$ cat src/rtl/pipe_ctrl_fsm_pkg.sv
// Shared types for the pipeline stall/flush sequencer: stall bus encodings,
// FSM state encoding and the request-priority encoder.
package pipe_ctrl_fsm_pkg;

   localparam int STALL_BUS_W = 6;
   typedef logic [STALL_BUS_W-1:0] stall_bus_t;

   // Bit0 = PC, 1 = IF, 2 = ID, 3 = EX, 4 = MEM, 5 = WB; a set bit holds that stage
   localparam stall_bus_t STALL_NONE = 6'b000000;
   localparam stall_bus_t STALL_ID   = 6'b000111;
   localparam stall_bus_t STALL_EX   = 6'b001111;
   localparam stall_bus_t STALL_MEM  = 6'b011111;

   typedef enum logic [1:0] {
      S_RUN   = 2'd0,
      S_PEND  = 2'd1,
      S_FLUSH = 2'd2
   } state_e;

   function automatic stall_bus_t stall_encode(input logic id, input logic ex, input logic mem);
      stall_bus_t s;
      if (mem)     s = STALL_MEM;
      else if (ex) s = STALL_EX;
      else if (id) s = STALL_ID;
      else         s = STALL_NONE;
      return s;
   endfunction

endpackage

$ cat src/rtl/pipe_perf_cnt.sv
// Stall-cycle and flush-event counters; only instantiated when the
// PIPE_CTRL_PERF_CNT_EN build option is defined.
module pipe_perf_cnt (
   input  logic        clk,
   input  logic        rst,
   input  logic        perf_clr,
   input  logic        stall_active,
   input  logic        flush_entry,
   output logic [31:0] stall_cyc_cnt,
   output logic [15:0] flush_evt_cnt
);

   logic [31:0] stall_cyc_cnt_q, stall_cyc_cnt_d;
   logic [15:0] flush_evt_cnt_q, flush_evt_cnt_d;

   // Clear wins over a same-cycle increment; both counters wrap naturally
   always_comb begin
      stall_cyc_cnt_d = stall_cyc_cnt_q;
      flush_evt_cnt_d = flush_evt_cnt_q;
      if (perf_clr) begin
         stall_cyc_cnt_d = '0;
         flush_evt_cnt_d = '0;
      end else begin
         if (stall_active) stall_cyc_cnt_d = stall_cyc_cnt_q + 32'd1;
         if (flush_entry)  flush_evt_cnt_d = flush_evt_cnt_q + 16'd1;
      end
   end

   always_ff @(posedge clk or posedge rst) begin
      if (rst) begin
         stall_cyc_cnt_q <= '0;
         flush_evt_cnt_q <= '0;
      end else begin
         stall_cyc_cnt_q <= stall_cyc_cnt_d;
         flush_evt_cnt_q <= flush_evt_cnt_d;
      end
   end

   assign stall_cyc_cnt = stall_cyc_cnt_q;
   assign flush_evt_cnt = flush_evt_cnt_q;

endmodule

$ cat src/rtl/pipe_ctrl_fsm.sv
// Pipeline stall/flush sequencer. Defining PIPE_CTRL_PERF_CNT_EN adds the
// perf_clr input and the stall_cyc_cnt / flush_evt_cnt counter outputs.
module pipe_ctrl_fsm
   import pipe_ctrl_fsm_pkg::*;
#(
   parameter int STALL_W   = 6,
   parameter int PC_W      = 32,
   parameter int FLUSH_CYC = 1
) (
   input  logic               clk,
   input  logic               rst,
   input  logic               stallreq_from_id,
   input  logic               stallreq_from_ex,
   input  logic               stallreq_from_mem,
   input  logic               excp_valid,
   input  logic [PC_W-1:0]    excp_new_pc,
   output logic [STALL_W-1:0] stall,
   output logic               flush,
   output logic [PC_W-1:0]    new_pc,
   output logic               ctrl_busy
`ifdef PIPE_CTRL_PERF_CNT_EN
   ,
   input  logic               perf_clr,
   output logic [31:0]        stall_cyc_cnt,
   output logic [15:0]        flush_evt_cnt
`endif
);

   localparam int CNT_W = 3;
   localparam logic [CNT_W-1:0] CNT_LAST = CNT_W'(FLUSH_CYC - 1);

   state_e            state_q, state_d;
   logic [CNT_W-1:0]  flush_cnt_q, flush_cnt_d;
   logic [PC_W-1:0]   pend_pc_q, pend_pc_d;
   logic              flush_q, flush_d;
   logic [PC_W-1:0]   new_pc_q, new_pc_d;
   logic              busy_q, busy_d;
   stall_bus_t        stall_c;

   always_ff @(posedge clk or posedge rst) begin
      if (rst) begin
         state_q     <= S_RUN;
         flush_cnt_q <= '0;
         pend_pc_q   <= '0;
         flush_q     <= 1'b0;
         new_pc_q    <= '0;
         busy_q      <= 1'b0;
      end else begin
         state_q     <= state_d;
         flush_cnt_q <= flush_cnt_d;
         pend_pc_q   <= pend_pc_d;
         flush_q     <= flush_d;
         new_pc_q    <= new_pc_d;
         busy_q      <= busy_d;
      end
   end

   always_comb begin
      state_d     = state_q;
      flush_cnt_d = flush_cnt_q;
      pend_pc_d   = pend_pc_q;
      unique case (state_q)
         S_RUN: begin
            if (excp_valid) begin
               pend_pc_d = excp_new_pc;
               state_d   = stallreq_from_mem ? S_PEND : S_FLUSH;
            end
         end
         // Later redirects are dropped: the first one captured is the precise one
         S_PEND: begin
            if (!stallreq_from_mem) state_d = S_FLUSH;
         end
         S_FLUSH: begin
            if (flush_cnt_q == CNT_LAST) begin
               flush_cnt_d = '0;
               state_d     = S_RUN;
            end else begin
               flush_cnt_d = flush_cnt_q + 1'b1;
            end
         end
         default: state_d = S_RUN;
      endcase
   end

   // Registered outputs are decoded from the next state so they line up with state_q
   always_comb begin
      flush_d  = (state_d == S_FLUSH);
      busy_d   = (state_d != S_RUN);
      new_pc_d = new_pc_q;
      if (state_d == S_FLUSH) new_pc_d = pend_pc_d;
      unique case (state_q)
         S_RUN:   stall_c = stall_encode(stallreq_from_id, stallreq_from_ex, stallreq_from_mem);
         S_PEND:  stall_c = STALL_MEM;
         default: stall_c = STALL_NONE;
      endcase
   end

   assign stall     = stall_c;
   assign flush     = flush_q;
   assign new_pc    = new_pc_q;
   assign ctrl_busy = busy_q;

`ifdef PIPE_CTRL_PERF_CNT_EN
   pipe_perf_cnt u_perf (
      .clk           (clk),
      .rst           (rst),
      .perf_clr      (perf_clr),
      .stall_active  (stall_c != STALL_NONE),
      .flush_entry   ((state_d == S_FLUSH) && (state_q != S_FLUSH)),
      .stall_cyc_cnt (stall_cyc_cnt),
      .flush_evt_cnt (flush_evt_cnt)
   );
`endif

endmodule

$ cat config.mk
export PLATFORM = sky130hd
export DESIGN_NAME = pipe_ctrl_fsm
export DESIGN_NICKNAME = d
export VERILOG_FILES = /design/src/rtl/pipe_ctrl_fsm_pkg.sv /design/src/rtl/pipe_perf_cnt.sv /design/src/rtl/pipe_ctrl_fsm.sv
export SDC_FILE = /design/constraint.sdc
export NUM_CORES = 1
export LEC_CHECK = 0
export ABC_AREA = 1
export BUFFER_PORTS_ARGS = -buffer_cell sky130_fd_sc_hd__buf_2
export CAP_MARGIN = 10
export CORE_MARGIN = 1.5
export CORE_UTILIZATION = 45
export DETAILED_ROUTE_END_ITERATION = 12
export GPL_ROUTABILITY_DRIVEN = 0
export MAX_ROUTING_LAYER = met4
export PLACE_DENSITY = 0.79
export SYNTH_ARGS = -nofsm -noshare
export SYNTH_HDL_FRONTEND = slang
export SYNTH_SLANG_ARGS = --single-unit
$ cat constraint.sdc
create_clock -name clk -period 4 [get_ports clk]
set_input_delay 0.2 -clock clk [delete_from_list [all_inputs] [get_ports clk]]
set_output_delay 0.2 -clock clk [all_outputs]
set_load 0.01 [all_outputs]
After elaboration in Yosys (flattened, before gate mapping)
Index checks and enable logic that the tools add are counted.
- input bits: 38
- bits in registers: 71
- logic and storage cells: 25
- multiplexer cells: 12
- eq/ne operators: 3
- reductions and logical operators: 3
- $add $sub $neg: 1
- operator list (operator ; count):
    2-to-1 mux 32 bit ; 2
    case mux 6 bit (2 select lines) ; 1
    2-to-1 mux 2 bit ; 4
    2-to-1 mux 3 bit ; 2
    case mux 2 bit (3 select lines) ; 1
    2-to-1 mux 5 bit ; 1
    equality test 2 bit (second input constant) ; 2
    2-to-1 mux 4 bit ; 1
    adder 3 x 1 -> 3 bit (second input constant) ; 1
    zero test 3 bit ; 1
    equality test 2 x 1 -> 1 bit (second input constant) ; 1
    zero test 2 bit ; 1
    nonzero test 2 bit ; 1

Logic depth before layout (Yosys ltp)
Gate-level depths: netlist of run 1.
- depth after elaboration: 4
- depth in mapped cells: 8
- gate-level depth less buffers: 7

Least setup slack after synthesis of run 1
Ideal clock, no wire load.
- path kind: register to output
- from: reg state_q[0]
- to: out stall[1]
- cell stages (with the launch flop): 4
- setup slack: 2.750 ns
- required time: 3.800 ns
- path buffers: 1
- data arrival time: 1.050 ns
- path through: dfrtp_1 > nor2_1 > o211ai_1 > buf_4
- longest elaborated chain between the ends: 2
- elaborated cells between the ends (all ways): 3
- RTL lines (item ; line ; source):
    start: declaration ; pipe_ctrl_fsm.sv:32 ; state_e state_q, state_d;
    start signal: assignment ; pipe_ctrl_fsm.sv:49 ; state_q <= state_d;
    equality test 2 x 1 -> 1 bit or zero test 2 bit (tied branches) ; pipe_ctrl_fsm.sv:91 ; unique case (state_q)
    case mux 6 bit (2 select lines) * ; pipe_ctrl_fsm.sv:91 ;
    end: declaration ; pipe_ctrl_fsm.sv:17 ; output logic [STALL_W-1:0] stall,
Mark *: on every way between the ends. The rest lies on a longest branch, timed or not.

Worst setup path in the final report of run 1
- from: reg flush_cnt_q[0]
- to: reg busy_q, in the netlist ctrl_busy
- longest elaborated chain between the ends: 4
- RTL lines (item ; line ; source):
    start: declaration ; pipe_ctrl_fsm.sv:33 ; logic [CNT_W-1:0] flush_cnt_q, flush_cnt_d;
    start signal: assignment ; pipe_ctrl_fsm.sv:50 ; flush_cnt_q <= flush_cnt_d;
    zero test 3 bit ; pipe_ctrl_fsm.sv:74 ; if (flush_cnt_q == CNT_LAST) begin
    2-to-1 mux 2 bit ; pipe_ctrl_fsm.sv:74 ;
    case mux 2 bit (3 select lines) ; pipe_ctrl_fsm.sv:62 ; unique case (state_q)
    nonzero test 2 bit ; pipe_ctrl_fsm.sv:88 ; busy_d = (state_d != S_RUN);
    named net busy_d ; pipe_ctrl_fsm.sv:37 ; logic busy_q, busy_d;
    end signal: assignment ; pipe_ctrl_fsm.sv:54 ; busy_q <= busy_d;
    end: declaration ; pipe_ctrl_fsm.sv:37 ;
The timed path passes the listed nets, and every way through them passes these cells.
A chain may end at the register's enable or synchronous reset.

==> flow_metrics.tcl, run 1 <==
set metrics [dict create \
    hold_slack_ps 58.07 \
    path_clk_slew_ps 70 \
    fmax_ghz 0.4797 \
    die_y_microns 83.27 \
    postCtsSetupBuffers 0 \
    cts_root_buffer "clkbuf_8" \
    grt_setup_unrepaired "no" \
    final_layout_size_suffix_gt1_share_pct 24.94 \
    end_kind "flop" \
    crit_fanout 35 \
    grt_pass1_wl_mm 11.09 \
    num_rows 29 \
    synth.area.top_cells "dfrtp_1 (61%), nand2_1 (18%), nand3_1 (11%), buf_2 (2.4%), buf_4 (1.3%)" \
    ys_types 20 \
    maxCapViolCount 0 \
    cts.htree.levels 3 \
    grt_use_total_pct 21.05 \
    synth_cells 322 \
    start_util_pct 46.18 \
    grt_start_max_net_pins 45 \
    coreArea_sq_mm 0.006277 \
    hold_viol_final 0 \
    setup_violations 0 \
    power.net_switching_mw 0.5344 \
    synth_top_area_share_pct 61.29 \
    routed-via-count 2314 \
    avgSynthCellArea_sq_um 9.003 \
    setup_tns_ps 0 \
    p_per_area_mw_per_mm2 513.2 \
    fin_nets 430 \
    numCtsBuffers 9 \
    grt-ovfl-total 0 \
    ctsResizeCount 0 \
    ant_nets 0 \
    criticalPathCategory "reg2reg" \
    cts_buffer_depth 2 \
    hold_class "in2async" \
    startpoint_type "flop" \
    port_buffers 76 \
    io_pins 78 \
    ys_ff_latch 71 \
    max_slew.worst_pin.slew_ps 899.4 \
    dp_hpwl_mm 4.356 \
    synthArstFlopShare_pct 100.0 \
    arrival_ps 2300 \
    antenna_found_initial 0 \
    grt_pass1_vias 2329 \
    p_seq_share_pct 52.4 \
    yosysMostFrequentCell "nand2_1" \
    synth_seq_area_share_pct 61.29 \
    pwr-share-comb_pct 21.6 \
    synth_ff_type "dfrtp_1" \
    drt_iter0_drc 220 \
    dieArea_sq_mm 0.006933 \
    dieWidth_microns 83.27 \
    synth_edf_count 0 \
    tritoncts "yes" \
    p_int_mw 1.219 \
    num_antenna_cells 0 \
    fin_skew_ps 5.687 \
    syn_area_sq_mm 0.002899 \
    crit_required_ps 4220 \
    status "finished, final reports clean" \
    wirelength_mm 6.614 \
    leakagePower_nw 1.940 \
    cts_num_sinks 71 \
    ctsHoldBuffers 0 \
    drc 0 \
    area_growth_pct 17.87 \
    peakVddDrop_uv 285.1 \
    wl_per_cell_microns 14.07 \
    maxSlewHeadroom_pct 39.95 \
    syn-num-nets 362 \
    report.final.slew_viol_count 0 \
    yosysWarningCount 0 \
    swShare_pct 30.47 \
    p_total_mw 1.754 \
    post-route-period-util_pct 52.12 \
    synth.largest_area_cell "dfrtp_1" \
    insertion_delay_ps 340 \
    ys_top_cells_by_count "nand2_1 (136), dfrtp_1 (71), nand3_1 (64), buf_2 (14), nor2_1 (7)" \
    via_per_inst 4.923 \
    finalCriticalPeriod_ps 2085 \
    p_clk_share_pct 26.0 \
    dr.pass1.iters 4 \
]
[power groups by stage]
stage          logic [mW]  registers [mW]  clock network (mW)
6_report            0.378           0.919               0.457
5_1_grt             0.427           0.935               0.503
4_1_cts             0.384           0.919               0.471
3_5_place_dp        0.381           0.931                   0
3_3_place_gp        0.367           0.932                   0
2_1_floorplan       0.199           0.961                   0
[cell type report]
| cell class | count | area [sq um] |
|---|---|---|
| Clock buffer | 12 | 135.1 |
| Fill cell | 557 | 2860 |
| Inverter | 7 | 26.28 |
| Multi-Input combinational cell | 222 | 969.7 |
| Tap cell | 77 | 96.34 |
| Timing Repair Buffer | 79 | 402.9 |
| Sequential cell | 71 | 1777 |
| Clock inverter | 2 | 10.01 |
[layer usage]
metal  vias up  GRT usage, %  wire [microns]
met4         0         10.00             136
met2        66         31.49            3169
met5         -             -               0
met3        12         4.970             324
li1       1152             -               -
met1      1084         27.24            2984
[placed cells by master (no fill, tap or decap)]
cell and instances:
o211ai_1 1, buf_4 3, nor2_2 1, nand2_4 1
nor2_4 1, nand2_1 136, dfrtp_1 71, buf_2 76
clkbuf_1 3, inv_1 5, clkinv_2 2, nand2_2 2
o21ai_0 4, inv_2 2, nor2_1 7, ha_1 2
o21ai_2 1, conb_1 1, nand3_1 64, or2_1 1
clkbuf_8 9
[worst paths after layout]
check                           startpoint        endpoint  slack [ps]  cells past startpoint
max in group asynchronous              rst       new_pc[2]        3050                      3
min in group clk           excp_new_pc[20]   pend_pc_q[20]         120                      3
max reg2reg                 flush_cnt_q[0]       ctrl_busy        1920                      6
min reg2reg                  pend_pc_q[23]   pend_pc_q[23]         470                      2
min                                    rst  flush_cnt_q[2]          60                      2
max                         flush_cnt_q[0]       ctrl_busy        1920                      6
[stage by stage]
step	instances	cell area [sq um]	worst slack (ps)	util (%)
after floorplan	322	2899	2003	-
after global placement	456	3272	2065	52.12
after detailed placement	456	3272	1934	52.12
after CTS	470	3417	1921	54.43
after global routing	470	3417	1721	54.43
final	470	3417	1915	54.43
[critical path, stage by stage, from the launching register on]
cell	delay, ps
dfrtp_1	410
inv_1	80
ha_1	170
nand2_1	80
nand2_2	530
nand2_4	350
or2_1	320
[kinds of logic after synthesis]
kind of cell               after synthesis  share of synthesized area (%)
buffers and inverters                   29                          5.266
DFF                                     71                          61.29
other                                    1                         0.1294
adders and majority gates                2                         0.8630
and+or+nand+nor                        213                          31.20
AOI/OAI and AO/OA                        6                          1.252
[registers in the layout (all words and copies together), names as in the netlist]
register     count
ctrl_busy        1
state_q          2
pend_pc_q       32
flush            1
new_pc          32
flush_cnt_q      3
Note: power is estimated with default switching activity, not from simulation.
==> run 2: changes to the inputs <==
ABC_AREA = 0   (was 1)
PLACE_DENSITY = 0.82   (was 0.79)
clock period = 1.83 ns   (was 4 ns; I/O delays follow)
==> run 2 against run 1 <==
Effect of this change: via count is 24% lower; setup slack lost 1800 ps; highest routed layer unchanged; area after synthesis rose by 0.17%; power grew to 2.6 times the previous value.
==> flow_metrics.tcl, run 2 <==
set metrics [dict create \
    status "finished, final reports clean" \
    drt_iter0_drc 50 \
    final_util_pct 62.85 \
    drc 0 \
    io_pins 78 \
    syn-num-nets 214 \
    dp_hpwl_mm 3.458 \
    maxSlewHeadroom_pct 59.85 \
    stdcell_area_sq_mm 0.003945 \
    criticalPathCategory "reg2reg" \
    final_common_cell "buf_2" \
    worst_slack_ps 75.91 \
    finalCriticalPeriod_ps 1754 \
    setup_tns_ps 0 \
    grt_pass1_vias 1920 \
    crit_buf_inv 1 \
    ys_types 20 \
    grt_use_total_pct 17.06 \
    grt_setup_unrepaired "no" \
    cts_buffer_depth 2 \
    wl_per_cell_microns 14.10 \
    avgSynthCellArea_sq_um 16.69 \
    dr.pass1.iters 4 \
    syn_area_sq_mm 0.002904 \
    ctsResizeCount 0 \
    crit_fanout 15 \
    numCtsBuffers 9 \
    max_slew.worst_pin.slew_ps 601.0 \
    report.final.slew_viol_count 0 \
    antenna_found_initial 0 \
    synth_cells 174 \
    wirelength_mm 5.316 \
    coreArea_sq_mm 0.006277 \
    synth.area.top_cells "dfrtp_1 (61%), mux2_4 (16%), mux2_2 (13%), buf_6 (2.3%), ha_1 (0.86%)" \
    crit_cells 4 \
    synth_ff_type "dfrtp_1" \
    tritoncts "yes" \
    grt-ovfl-total 0 \
    yosysWarningCount 0 \
    cts_root_buffer "clkbuf_8" \
    hold_class "in2reg" \
    startpoint_type "flop" \
    area_growth_pct 35.85 \
    end_kind "flop" \
    dieWidth_microns 83.34 \
    ys_top_cells_by_count "dfrtp_1 (71), mux2_2 (33), mux2_4 (30), buf_6 (6)" \
    fin_nets 335 \
    crit_chain "nor3b_4 -> buf_4 -> mux2_4 -> mux2_2" \
    crit_required_ps 2050 \
    ant_nets 0 \
    cts_num_sinks 71 \
    arrival_ps 1970 \
    hold_viol_final 0 \
    fmax_ghz 0.5701 \
    via_per_inst 4.668 \
    grt_start_max_net_pins 30 \
    synth_seq_area_share_pct 61.18 \
    p_per_area_mw_per_mm2 1153 \
    final_cell_mix "buf_2 (76), dfrtp_1 (71), mux2_2 (33), dlygate4sd3_1 (33), mux2_4 (30)" \
    yosysMostFrequentCell "dfrtp_1" \
    synth_top_area_share_pct 61.18 \
    crit_slowest_cell "dfrtp_1" \
    synth_edf_count 0 \
    grt_pass1_wl_mm 8.942 \
    synth.largest_area_cell "dfrtp_1" \
    peakVddDrop_uv 749.8 \
    leakagePower_nw 1.886 \
    routed-via-count 1760 \
    num_rows 29 \
    post-route-period-util_pct 95.85 \
    dieArea_sq_mm 0.006945 \
    synthArstFlopShare_pct 100.0 \
    insertion_delay_ps 340 \
    setup_violations 0 \
    die_y_microns 83.34 \
    reg2reg_depth 4 \
    cts.htree.levels 3 \
    final_layout_size_suffix_gt1_share_pct 56.67 \
    max_stage_delay_ps 460 \
    path_clk_slew_ps 70 \
    fin_skew_ps 10.58 \
    critPathTopFamily "multiplexers" \
    place_ws_ps 73.67 \
    num_antenna_cells 0 \
    start_util_pct 46.26 \
    port_buffers 76 \
    hold_slack_ps 32.14 \
    maxCapViolCount 0 \
    ys_ff_latch 71 \
    place_area_sq_mm 0.003392 \
    min_path_cells 2 \
]
run 2: cells by family (layout without fill, tap and decap cells):
group	after synthesis	count (layout)	share of synthesized area [%]
compound gates	7	7	2.241
fa+ha+maj	2	2	0.8616
buf+inv	14	140	3.748
flops	71	71	61.18
mux	65	65	29.08
other cells	1	1	0.1291
simple gates	14	14	2.758
run 2: final cells by class:
cell class,count,area (sq um)
clock inverter,5,56.30
timing repair buffer,119,823.3
sequential,71,1777
fill,494,2332
tap,77,96.34
clock buffer,11,151.4
inverter,5,22.52
multi-input combinational,89,1018
run 2: worst reg2reg max path: stages (launching register included):
cell and delay (ps):
dfrtp_1 460, nor3b_4 250, buf_4 320, mux2_4 340
mux2_2 260
run 2: final timing paths:
| check | to | slack [ps] | startpoint |
|---|---|---|---|
| worst max-delay path | new_pc[27] | 80 | state_q[0] |
| worst min-delay path | pend_pc_q[27] | 30 | excp_new_pc[27] |
| worst max register to register | new_pc[27] | 80 | state_q[0] |
| worst min register to register | new_pc[31] | 480 | new_pc[31] |
| max in group asynchronous | pend_pc_q[17] | 840 | rst |
| min in group asynchronous | pend_pc_q[13] | 370 | rst |
run 2: per-layer routing:
| metal | track usage, % | vias to the layer above | routed length, microns |
|---|---|---|---|
| li1 | - | 835 | - |
| met1 | 21.00 | 866 | 2320 |
| met2 | 26.09 | 50 | 2621 |
| met3 | 5.765 | 9 | 283 |
| met4 | 6.818 | 0 | 90 |
| met5 | - | - | 0 |
run 2: what timing repair did:
item | in CTS | in global routing
endpoints found under the setup margin | 0 | 16
buffers inserted | 0 | 2
endpoints found under the hold margin | 57 | 0
hold buffers | 33 | 0
run 2: power by group:
group | total, mW | switching (mW) | internal [mW]
logic | 1.16 | 0.487 | 0.676
registers | 2.13 | 0.170 | 1.96
clock network | 1.26 | 0.557 | 0.701
run 2: through the flow:
stage	cells	power, mW
6_report	377	4.551
3_3_place_gp	326	3.229
2_1_floorplan	174	2.853
4_1_cts	375	4.614
5_1_grt	377	4.807
3_5_place_dp	326	3.273
==> run 3: changes to the inputs <==
clock period = 1.6 ns   (was 1.83 ns; I/O delays follow)
==> run 3 against run 2 <==
Effect of this change: the flow now finishes with violations (setup timing); setup slack lost 170 ps; die area is the same; final cell count grew 5.0%; register-to-register slack lost 170 ps; clock-buffer cell count shrank 2; global-route usage grew 3.4 points; power grew 30%; combinational power grew 47%; critical path type unchanged; highest routed layer unchanged.
==> flow_metrics.tcl, run 3 (synthesis gave the netlist of run 2 again) <==
set metrics [dict create \
    fin_skew_ps 8.854 \
    finalCriticalPeriod_ps 1690 \
    end_kind "flop" \
    post-route-period-util_pct 105.6 \
    final_layout_size_suffix_gt1_share_pct 61.76 \
    min_path_cells 3 \
    insertion_delay_ps 340 \
    stdcell_area_sq_mm 0.004405 \
    dr.pass1.iters 4 \
    p_total_mw 5.898 \
    crit_fanout 7 \
    ant_nets 0 \
    dp_hpwl_mm 3.531 \
    tritoncts "yes" \
    dieWidth_microns 83.34 \
    grt_setup_unrepaired "yes" \
    crit_required_ps 1820 \
    criticalPathCategory "reg2reg" \
    via_per_inst 4.768 \
    final_common_cell "buf_2" \
    startpoint_type "flop" \
    place_area_sq_mm 0.003547 \
    fmax_ghz 0.5917 \
    drc 0 \
    grt_pass1_wl_mm 10.63 \
    grt_use_total_pct 20.51 \
    cts_buffer_depth 2 \
    num_antenna_cells 0 \
    port_buffers 76 \
    grt_pass1_vias 2084 \
    coreArea_sq_mm 0.006277 \
    maxSlewHeadroom_pct 65.03 \
    antenna_found_initial 0 \
    max_stage_delay_ps 430 \
    status "complete, but fails checks" \
    hold_slack_ps 104.0 \
    final_cell_mix "buf_2 (76), dfrtp_1 (69), mux2_4 (64)" \
    crit_slowest_cell "dfrtp_2" \
    cts_root_buffer "clkbuf_8" \
    routed-via-count 1888 \
    reg2reg_to "new_pc[9]" \
    reg2reg_depth 5 \
    drt_iter0_drc 68 \
    grt-ovfl-total 0 \
    ff2ff_setup_slack_ps -90 \
    area_growth_pct 51.70 \
    cts_num_sinks 71 \
    start_util_pct 46.26 \
    num_rows 29 \
    numCtsBuffers 9 \
    wl_per_cell_microns 16.61 \
    hold_class "in2reg" \
    path_clk_slew_ps 80 \
    violations "setup timing" \
    min_to "pend_pc_q[13]" \
    fin_nets 354 \
    grt_start_max_net_pins 38 \
    die_y_microns 83.34 \
    final_util_pct 70.18 \
    max_slew.worst_pin.slew_ps 523.4 \
    worstReg2RegStart "state_q[0]" \
    report.final.slew_viol_count 0 \
    worst_slack_ps -89.98 \
    peakVddDrop_uv 1288 \
    hold_viol_final 0 \
    arrival_ps 1910 \
    wirelength_mm 6.578 \
    maxCapViolCount 0 \
    leakagePower_nw 2.175 \
    min_from "excp_new_pc[13]" \
    path_common_cell "mux2_4" \
    io_pins 78 \
    p_per_area_mw_per_mm2 1339 \
    cts.htree.levels 3 \
    dieArea_sq_mm 0.006945 \
    setup_violations 32 \
    crit_chain "nor3b_4 -> buf_6 -> buf_12 -> mux2_4 -> mux2_4" \
]
==> run 3: cell types whose count changed in the layout (fill, tap and decap cells not counted), moves of 2 or more <==
| cell | previous run | this run |
|---|---|---|
| mux2_2 | 33 | 1 |
| buf_6 | 0 | 6 |
| buf_4 | 7 | 14 |
| dfrtp_1 | 71 | 69 |
| clkbuf_8 | 11 | 9 |
| mux2_1 | 2 | 0 |
| dfrtp_2 | 0 | 2 |
| mux2_4 | 30 | 64 |
| buf_16 | 0 | 4 |
| clkinv_4 | 1 | 3 |
| bufinv_16 | 1 | 3 |
==> run 3: power breakdown <==
group / total (mW) / internal, mW / switching [mW]
sequential: 2.47 / 2.24 / 0.226
clock: 1.73 / 1.04 / 0.685
combinational: 1.70 / 1.06 / 0.644
total: 5.90 / 4.34 / 1.55
==> run 3: final cells by class <==
class | count | area [sq um]
Timing Repair Buffer | 138 | 1089
Multi-Input combinational cell | 89 | 1174
Clock inverter | 7 | 121.4
Tap cell | 77 | 96.34
Inverter | 5 | 22.52
Clock buffer | 9 | 123.9
Fill cell | 393 | 1872
Sequential cell | 71 | 1779
==> run 3: through the flow <==
stage          worst slack (ps)  instances  TNS [ps]
2_1_floorplan            -41.33        174     -1194
3_3_place_gp             -89.41        330     -1329
3_5_place_dp             -120.0        330     -2283
4_1_cts                  -69.05        392     -1587
5_1_grt                  -118.5        396     -3043
6_report                 -89.98        396     -1881
==> run 3: critical path: cells and delay by family, from the launching register on <==
family                 cells  cell delay (ps)
muxes                      2              590
DFF                        1              430
and+or+nand+nor            1              240
buffers and inverters      2              310
==> run 3: repair_timing <==
action | in CTS | in global routing
pin swaps | 3 | 1
setup endpoints to repair | 32 | 35
gates cloned | 5 | 0
hold buffers | 33 | 0
resized for setup | 22 | 3
setup buffers | 8 | 5
hold endpoints to repair | 53 | 0
==> run 3: how the worst max path moves through the flow <==
stage                               from    endpoint  slack (ps)  cells past startpoint
after global routing      flush_cnt_q[1]   new_pc[8]        -120                      7
after detailed placement      state_q[0]   new_pc[0]        -120                      4
after global placement        state_q[0]   new_pc[0]         -90                      4
after CTS                     state_q[0]   new_pc[9]         -70                      5
after floorplan               state_q[1]  new_pc[16]         -40                      4
final                         state_q[0]   new_pc[9]         -90                      5
==> run 3: routing by layer <==
layer	track usage [%]	vias to the layer above	part of all wire [%]
met2	34.66	51	51
met4	6.364	0	0.76
met1	25.18	954	45
met3	3.678	6	3.4
met5	-	-	0
li1	-	877	-
